===== config.mk =====
export PLATFORM = sky130hd
export DESIGN_NAME = push_button
export DESIGN_NICKNAME = d
export VERILOG_FILES = /design/src/rtl/pb_tick_gen.sv /design/src/rtl/push_button.sv
export SDC_FILE = /design/constraint.sdc
export NUM_CORES = 1
export LEC_CHECK = 0
export CAP_MARGIN = 10
export CORE_AREA = 2 2 39 41
export CTS_CLUSTER_DIAMETER = 120
export DETAILED_ROUTE_END_ITERATION = 8
export DIE_AREA = 0 0 41 43
export GPL_ROUTABILITY_DRIVEN = 0
export GPL_TIMING_DRIVEN = 1
export PLACE_DENSITY = 0.37
export SYNTH_ARGS = -nofsm -noshare
export SYNTH_HDL_FRONTEND = slang
export SYNTH_SLANG_ARGS = --single-unit

===== constraint.sdc =====
create_clock -name clk -period 0.85 [get_ports clk]
set_input_delay 0.2125 -clock clk [delete_from_list [all_inputs] [get_ports clk]]
set_output_delay 0.2125 -clock clk [all_outputs]
set_load 0.05 [all_outputs]

===== src/rtl/pb_tick_gen.sv =====
// Sample-enable divider for the push-button conditioner.
// Ports: clk, rst (async, active-high), tick (one-cycle enable every DIV clks).
module pb_tick_gen #(
    parameter int DIV = 1
) (
    input  logic clk,
    input  logic rst,
    output logic tick
);

    localparam int CW = (DIV > 1) ? $clog2(DIV) : 1;
    localparam logic [CW-1:0] LAST = CW'(DIV - 1);

    logic [CW-1:0] cnt_q;
    logic [CW-1:0] cnt_d;

    // With DIV=1 the counter is pinned at 0 == LAST, so tick is always 1.
    always_comb begin
        tick  = (cnt_q == LAST);
        cnt_d = tick ? '0 : cnt_q + CW'(1);
    end

    always_ff @(posedge clk or posedge rst) begin
        if (rst) begin
            cnt_q <= '0;
        end else begin
            cnt_q <= cnt_d;
        end
    end

endmodule


===== src/rtl/push_button.sv =====
// Push-button conditioner: sync -> divided sampling -> debounce -> press pulse.
// Ports: clk, rst (async, active-high), x (raw async level), z (one-clk pulse).
module push_button #(
    parameter int DIV    = 1,
    parameter int DB_LEN = 3
) (
    input  logic clk,
    input  logic rst,
    input  logic x,
    output logic z
);

    logic              tick;
    logic              s1_q;
    logic              s2_q;
    logic [DB_LEN-1:0] sh_q;
    logic [DB_LEN-1:0] sh_d;
    logic              lvl_q;
    logic              lvl_d;
    logic              z_q;
    logic              z_d;
    logic [DB_LEN-1:0] nxt;
    logic              all_one;
    logic              all_zero;

    pb_tick_gen #(
        .DIV (DIV)
    ) u_tick (
        .clk  (clk),
        .rst  (rst),
        .tick (tick)
    );

    always_comb begin
        nxt      = {sh_q[DB_LEN-2:0], s2_q};
        all_one  = &nxt;
        all_zero = ~|nxt;
        sh_d     = sh_q;
        lvl_d    = lvl_q;
        z_d      = 1'b0;
        if (tick) begin
            sh_d = nxt;
            // Mixed windows keep the old level: this is the hysteresis
            // that stops release bounce from re-arming the pulse.
            if (all_one) begin
                lvl_d = 1'b1;
            end else if (all_zero) begin
                lvl_d = 1'b0;
            end
            z_d = ~lvl_q & all_one;
        end
    end

    always_ff @(posedge clk or posedge rst) begin
        if (rst) begin
            s1_q  <= 1'b0;
            s2_q  <= 1'b0;
            sh_q  <= '0;
            lvl_q <= 1'b0;
            z_q   <= 1'b0;
        end else begin
            s1_q  <= x;
            s2_q  <= s1_q;
            sh_q  <= sh_d;
            lvl_q <= lvl_d;
            z_q   <= z_d;
        end
    end

    assign z = z_q;

endmodule


Word level (Yosys, flattened, before mapping)
Index checks and enable logic that the tools add are counted.
- reduce and logical (&&, ||, !) cells: 3
- equality and inequality tests: 1
- $add $sub $neg: 1
- bitwise gates (word level): 3
- mux-type cells: 4
- operators with widths (cell ; count):
    $mux W1 ; 4
    $reduce_and A3 Y1 ; 1
    $reduce_or A3 Y1 ; 1
    $ne A2 B2 Y1 const B ; 1
    $not A1 Y1 ; 2
    $reduce_and A2 Y1 ; 1
    $add A1 B1 Y1 const B ; 1
    $and A1 B1 Y1 ; 1
- output and inout port bits: 1
- register bits after elaboration: 7
- word-level logic and storage cells: 18
- bits of input ports: 3

Longest topological paths before layout
Gate-level depths: netlist of the first run.
- depth in word-level cells: 3
- mapped depth: 2
- mapped depth without buffers: 2

Cells and area by module
A second synthesis of the first run with hierarchy kept.
- cell total of the unflattened synthesis: 17
- area, all modules: 220.2 µm²
- by module, submodules not included (module ; area each (µm²) ; cells each ; instances ; sequential area each (µm²)):
    push_button ; 209.0 ; 15 ; 1 ; 150.1
    pb_tick_gen ; 11.3 ; 2 ; 1 ; 0.0

Least setup slack after synthesis of the first run
Ideal clock, no wire load.
- path kind: flip-flop to output port
- from: register z_q (netlist: z)
- to: output port z
- arrival: 586 ps
- setup slack: 52 ps
- buffers on the path: 0
- cell stages (with the launch flop): 1
- data required time: 637 ps
- cell sequence: dfrtp_1
- RTL lines (element ; line ; text):
    start, declared ; push_button.sv:20 ; logic z_q;
    start signal, assigned ; push_button.sv:66 ; z_q <= z_d;
    end, declared ; push_button.sv:10 ; output logic z
No word-level cell between the ends.

Final worst setup path of the first run
- from: register z_q (netlist: z)
- to: output port z
No word-level cell between the ends.

==> flow_metrics.env, run 1 <==
export IMPL_status="complete, but fails checks"
export IMPL_wl_met3_um=24
export IMPL_vias_per_cell=3.314
export IMPL_area_growth_syn_to_layout_pct=44.30
export IMPL_relSlewSlack_pct=85.09
export IMPL_clockRootBuffer="clkbuf_4"
export IMPL_tritoncts="built"
export IMPL_dpl_cell_area_um2=246.5
export IMPL_fin_nets=24
export IMPL_cp_top_family="flip-flops"
export IMPL_synth_area_um2=186.4
export IMPL_hold_viol=0
export IMPL_fmax_ghz=1.005
export IMPL_synth_seq_cells=6
export IMPL_crit_required_ns=0.64
export IMPL_antenna_found_initial=0
export IMPL_fp_dieH_um=43
export IMPL_ctsResizeCount=0
export IMPL_n_antenna_cell=0
export IMPL_drc=0
export IMPL_dp_slack_ns=0.1008
export IMPL_n_fill_cell=143
export IMPL_worstPathMaxFanout=1
export IMPL_grt_pass1_vias=121
export IMPL_synthFlopType="dfrtp_1"
export IMPL_end_kind="output pin"
export IMPL_die_x_um=41
export IMPL_violations="setup timing"
export IMPL_cp_data_arrival_time_ns=0.78
export IMPL_synth_edff_count=0
export IMPL_synthTopCellsByArea="dfrtp_1 (81%), nor3_2 (5.4%), inv_1 (4.0%)"
export IMPL_setup_slack_ns=-0.1453
export IMPL_grt_pass1_wl_um=510
export IMPL_critical_path_max_stage_delay_ns=0.39
export IMPL_dr_pass1_iters=2
export IMPL_drt_wirelength_per_cell_um=6.857
export IMPL_yosysMostFrequentCell="dfrtp_1"
export IMPL_ys_warn_count=0
export IMPL_reg2reg_depth=2
export IMPL_setup_violations=1
export IMPL_cts_buffers=3
export IMPL_grtUsageTotal_pct=5.466
export IMPL_initial_core_util_pct=13.47
export IMPL_clk_pin_slew_ns=0.04
export IMPL_yosysTopAreaCellShare_pct=80.54
export IMPL_yosysUniqueCellTypes=7
export IMPL_total_power_uw=607.3
export IMPL_cp_start_kind="flip-flop"
export IMPL_synth_async_reset_ratio_pct=100.0
export IMPL_finClkSkew_ns=0.003962
export IMPL_routed_wirelength_um=240
export IMPL_whs_ns=0.1776
export IMPL_final_max_slew_viol_count=0
export IMPL_multiInputGateArea_um2=28.78
export IMPL_ioPinCount=4
export IMPL_final_area_um2=269.0
export IMPL_worstSetupPathType="flip-flop to output pin"
export IMPL_overflow=0
export IMPL_dr_max_layer_used="met4"
export IMPL_syn_inst=13
export IMPL_regArea_um2=150.1
export IMPL_hp_class="primary input to async pin"
export IMPL_drive_above_1_share_pct=26.32
export IMPL_place_hpwl_um=179.3
export IMPL_worst_path_buf_inv=1
export IMPL_drt_initial_drc_count=2
export IMPL_min_period_ns=0.9953
export IMPL_clk_latency_ns=0.24
export IMPL_syn_area_per_cell_um2=14.34
export IMPL_synth_largest_area_cell="dfrtp_1"
export IMPL_slowest_stage="dfrtp_1"
export IMPL_maxCapViolCount=0
export IMPL_p_leak_uw=0.0001190
export IMPL_cts_htree_levels=1
export IMPL_cts_hold_buf=0
export IMPL_vias=116
export IMPL_powerDensity_nw_per_um2=2257
export IMPL_cts_sinks=6
export IMPL_worstMarginPinSlew_ns=0.2234
export IMPL_std_cell_rows=14
export IMPL_syn_nets=16
export IMPL_rsz0062_at_grt="yes"
export IMPL_io_buffers=3
export IMPL_yosysSeqAreaShare_pct=80.54
export IMPL_wl_met1_um=118
export IMPL_worst_path_stages=1
export IMPL_ir_worst_vdd_uv=598.0
export IMPL_finalCritPeriodShare_pct=117.1
export IMPL_coreArea_um2=1384
export IMPL_fin_util_pct=19.44
export IMPL_wl_met2_um=88
export IMPL_ant_nets=0
export IMPL_synth_top_cells_by_count="dfrtp_1 (6), inv_1 (2)"
export IMPL_path_cells="buf_12"
export IMPL_cts_buffer_depth=2
export IMPL_die_area_um2=1763
export IMPL_grt_max_degree=7
-- state kept, by name (all words and copies together), names as in the netlist --
| register | flops |
|---|---|
| s1_q | 1 |
| lvl_q | 1 |
| s2_q | 1 |
| z | 1 |
| sh_q | 2 |
-- metrics by stage --
step | cells | setup TNS (ns)
after floorplan | 13 | 0
after global placement | 32 | 0
after detailed placement | 32 | 0
after CTS | 35 | -0.1591
after global routing | 35 | -0.1734
final | 35 | -0.1453
-- cells in the final DEF (no fill, tap or decap) --
master and n:
clkdlybuf4s50_1 2, buf_12 1, nor3_2 1, nand2_1 1, a21oi_1 1, clkbuf_4 3
o21ai_0 1, o21ai_1 1, dfrtp_1 6, inv_1 2
-- metal layers --
layer	track usage, %	vias to the layer above
met3	6.283	2
li1	-	55
met2	4.375	6
met4	6.000	0
met1	6.271	53
met5	0	-
-- logic make-up after synthesis --
group | share of synthesized area, %
simple gates | 7.381
flops | 80.53
compound gates | 8.046
buf+inv | 4.028
-- power breakdown --
part	switching, uW	internal (uW)	total, uW	leakage, uW
Clock	97.1	159	256	0.0000138
Combinational	17.5	18.6	36.1	0.0000344
Sequential	11.4	303	315	0.0000709
Total	126	481	607	0.000119
-- repair_timing --
| item | in CTS | in global routing |
|---|---|---|
| gates cloned | 0 | 0 |
| endpoints found under the setup margin | 1 | 1 |
| setup buffers | 0 | 0 |
| pin swaps | 0 | 0 |
-- area by class of cell --
cell class	instances	area share [%]
tap	16	7.442
multi-input combinational	5	10.70
timing repair buffer	3	14.88
inverter	2	2.791
clock buffer	3	8.372
sequential	6	55.81
-- worst paths after layout --
path,from,endpoint,slack [ns]
min reg2reg,s1_q,s2_q,0.35
max reg2reg,s2_q,lvl_q,0.09
max,z,z,-0.15
max in group asynchronous,rst,s2_q,0.48
min,rst,sh_q[0],0.18
min in group clk,s1_q,s2_q,0.35
Note: power is estimated with default switching activity, not from simulation.
==> run 2: changes to the inputs <==
- MAX_ROUTING_LAYER: not set -> met4
==> flow_metrics.env, run 2 (synthesized netlist as in run 1, its figures left out) <==
export IMPL_status="complete, but fails checks"
export IMPL_violations="setup timing"
export IMPL_setup_violations=1
export IMPL_r2r_start="s2_q"
export IMPL_grt_busiest_layer="met3"
export IMPL_relSlewSlack_pct=85.16
export IMPL_grt_util_met3_pct=6.283
export IMPL_overflow=0
export IMPL_end_kind="output pin"
export IMPL_largest_reg_flops=2
export IMPL_io_buffers=3
export IMPL_tns_ns=-0.1446
export IMPL_worstPathMaxFanout=1
export IMPL_drt_wirelength_per_cell_um=6.686
export IMPL_vias=118
export IMPL_worstSetupPathType="flip-flop to output pin"
export IMPL_ir_worst_vdd_uv=599.2
export IMPL_tritoncts="built"
export IMPL_drt_initial_drc_count=3
export IMPL_clk_pin_slew_ns=0.04
export IMPL_worst_path_buf_inv=1
export IMPL_worstMarginPinSlew_ns=0.2224
export IMPL_slowest_stage="dfrtp_1"
export IMPL_final_max_slew_viol_count=0
export IMPL_fmax_ghz=1.005
export IMPL_p_leak_uw=0.0001190
export IMPL_critical_path_max_stage_delay_ns=0.39
export IMPL_clockRootBuffer="clkbuf_4"
export IMPL_finClkSkew_ns=0.003124
export IMPL_cp_data_arrival_time_ns=0.78
export IMPL_cp_start_kind="flip-flop"
export IMPL_fp_dieH_um=43
export IMPL_timing_rr_end="lvl_q"
export IMPL_coreArea_um2=1384
export IMPL_use_met1_pct=6.271
export IMPL_cts_buffer_depth=2
export IMPL_rsz0062_at_grt="yes"
export IMPL_die_x_um=41
export IMPL_powerDensity_nw_per_um2=2253
export IMPL_cts_buffers=3
export IMPL_cts_hold_buf=0
export IMPL_drc=0
export IMPL_post_cts_buffers=0
export IMPL_vias_per_cell=3.371
export IMPL_fin_nets=24
export IMPL_n_antenna_cell=0
export IMPL_ctsResizeCount=0
export IMPL_maxCapViolCount=0
export IMPL_regMostFlops="sh_q"
export IMPL_finalCritPeriodShare_pct=117.0
export IMPL_place_hpwl_um=179.3
export IMPL_ioPinCount=4
export IMPL_crit_required_ns=0.64
export IMPL_cts_sinks=6
export IMPL_reg2reg_depth=2
export IMPL_r2r_slack_ns=0.10
export IMPL_clk_latency_ns=0.24
export IMPL_cts_htree_levels=1
export IMPL_routed_wirelength_um=234
export IMPL_dr_pass1_iters=2
export IMPL_final_cell_mix="dfrtp_1 (6), clkbuf_4 (3), inv_1 (2), clkdlybuf4s50_1 (2)"
export IMPL_use_met2_pct=4.375
export IMPL_antenna_found_initial=0
export IMPL_fin_util_pct=19.44
export IMPL_ant_nets=0
export IMPL_drive_above_1_share_pct=26.32
export IMPL_grt_pass1_vias=124
export IMPL_layout_cells_most_common="dfrtp_1"
export IMPL_setup_slack_ns=-0.1446
export IMPL_area_growth_syn_to_layout_pct=44.30
export IMPL_die_area_um2=1763
export IMPL_std_cell_rows=14
export IMPL_hold_viol=0
export IMPL_path_cells="buf_12"
export IMPL_hp_class="primary input to async pin"
export IMPL_grt_pass1_wl_um=510
export IMPL_cp_top_family="flip-flops"
export IMPL_grt_max_degree=7
export IMPL_min_period_ns=0.9946
export IMPL_initial_core_util_pct=13.47
export IMPL_grtUsageTotal_pct=5.602
==> run 2: how the worst max path moves through the flow <==
stage	startpoint	to	slack [ns]	cells past startpoint
after floorplan	z	z	0.05	0
after global placement	z	z	0.11	1
after detailed placement	s2_q	lvl_q	0.10	2
after CTS	z	z	-0.16	1
after global routing	z	z	-0.17	1
final	z	z	-0.14	1
==> run 2: report_power, final <==
| part | switching (uW) | leakage, uW | internal [uW] |
|---|---|---|---|
| registers | 11.2 | 0.0000709 | 303 |
| clock network | 96.4 | 0.0000138 | 159 |
| logic | 17.3 | 0.0000344 | 18.6 |
| total | 125 | 0.000119 | 481 |
==> run 2: area by class of cell <==
cell class | count | area [um2]
sequential | 6 | 150.1
clock buffer | 3 | 22.52
inverter | 2 | 7.507
timing repair buffer | 3 | 40.04
fill | 143 | 1115
tap | 16 | 20.02
multi-input combinational | 5 | 28.78
==> run 2: metrics by stage <==
| step | hold WS [ns] | setup slack, ns | instance area [um2] | cells | power (uW) |
|---|---|---|---|---|---|
| after floorplan | 0.003459 | 0.05155 | 186.4 | 13 | 336.0 |
| after global placement | 0.3367 | 0.1118 | 246.5 | 32 | 354.1 |
| after detailed placement | 0.3405 | 0.1008 | 246.5 | 32 | 356.0 |
| after CTS | 0.1803 | -0.1591 | 269.0 | 35 | 624.3 |
| after global routing | 0.2194 | -0.1734 | 269.0 | 35 | 653.9 |
| final | 0.1777 | -0.1446 | 269.0 | 35 | 606.2 |
==> run 2: layer usage <==
layer / up-vias / share of wire, %
met5: - / 0
met4: 0 / 3.4
met3: 2 / 11
met2: 6 / 36
met1: 54 / 49
li1: 56 / -
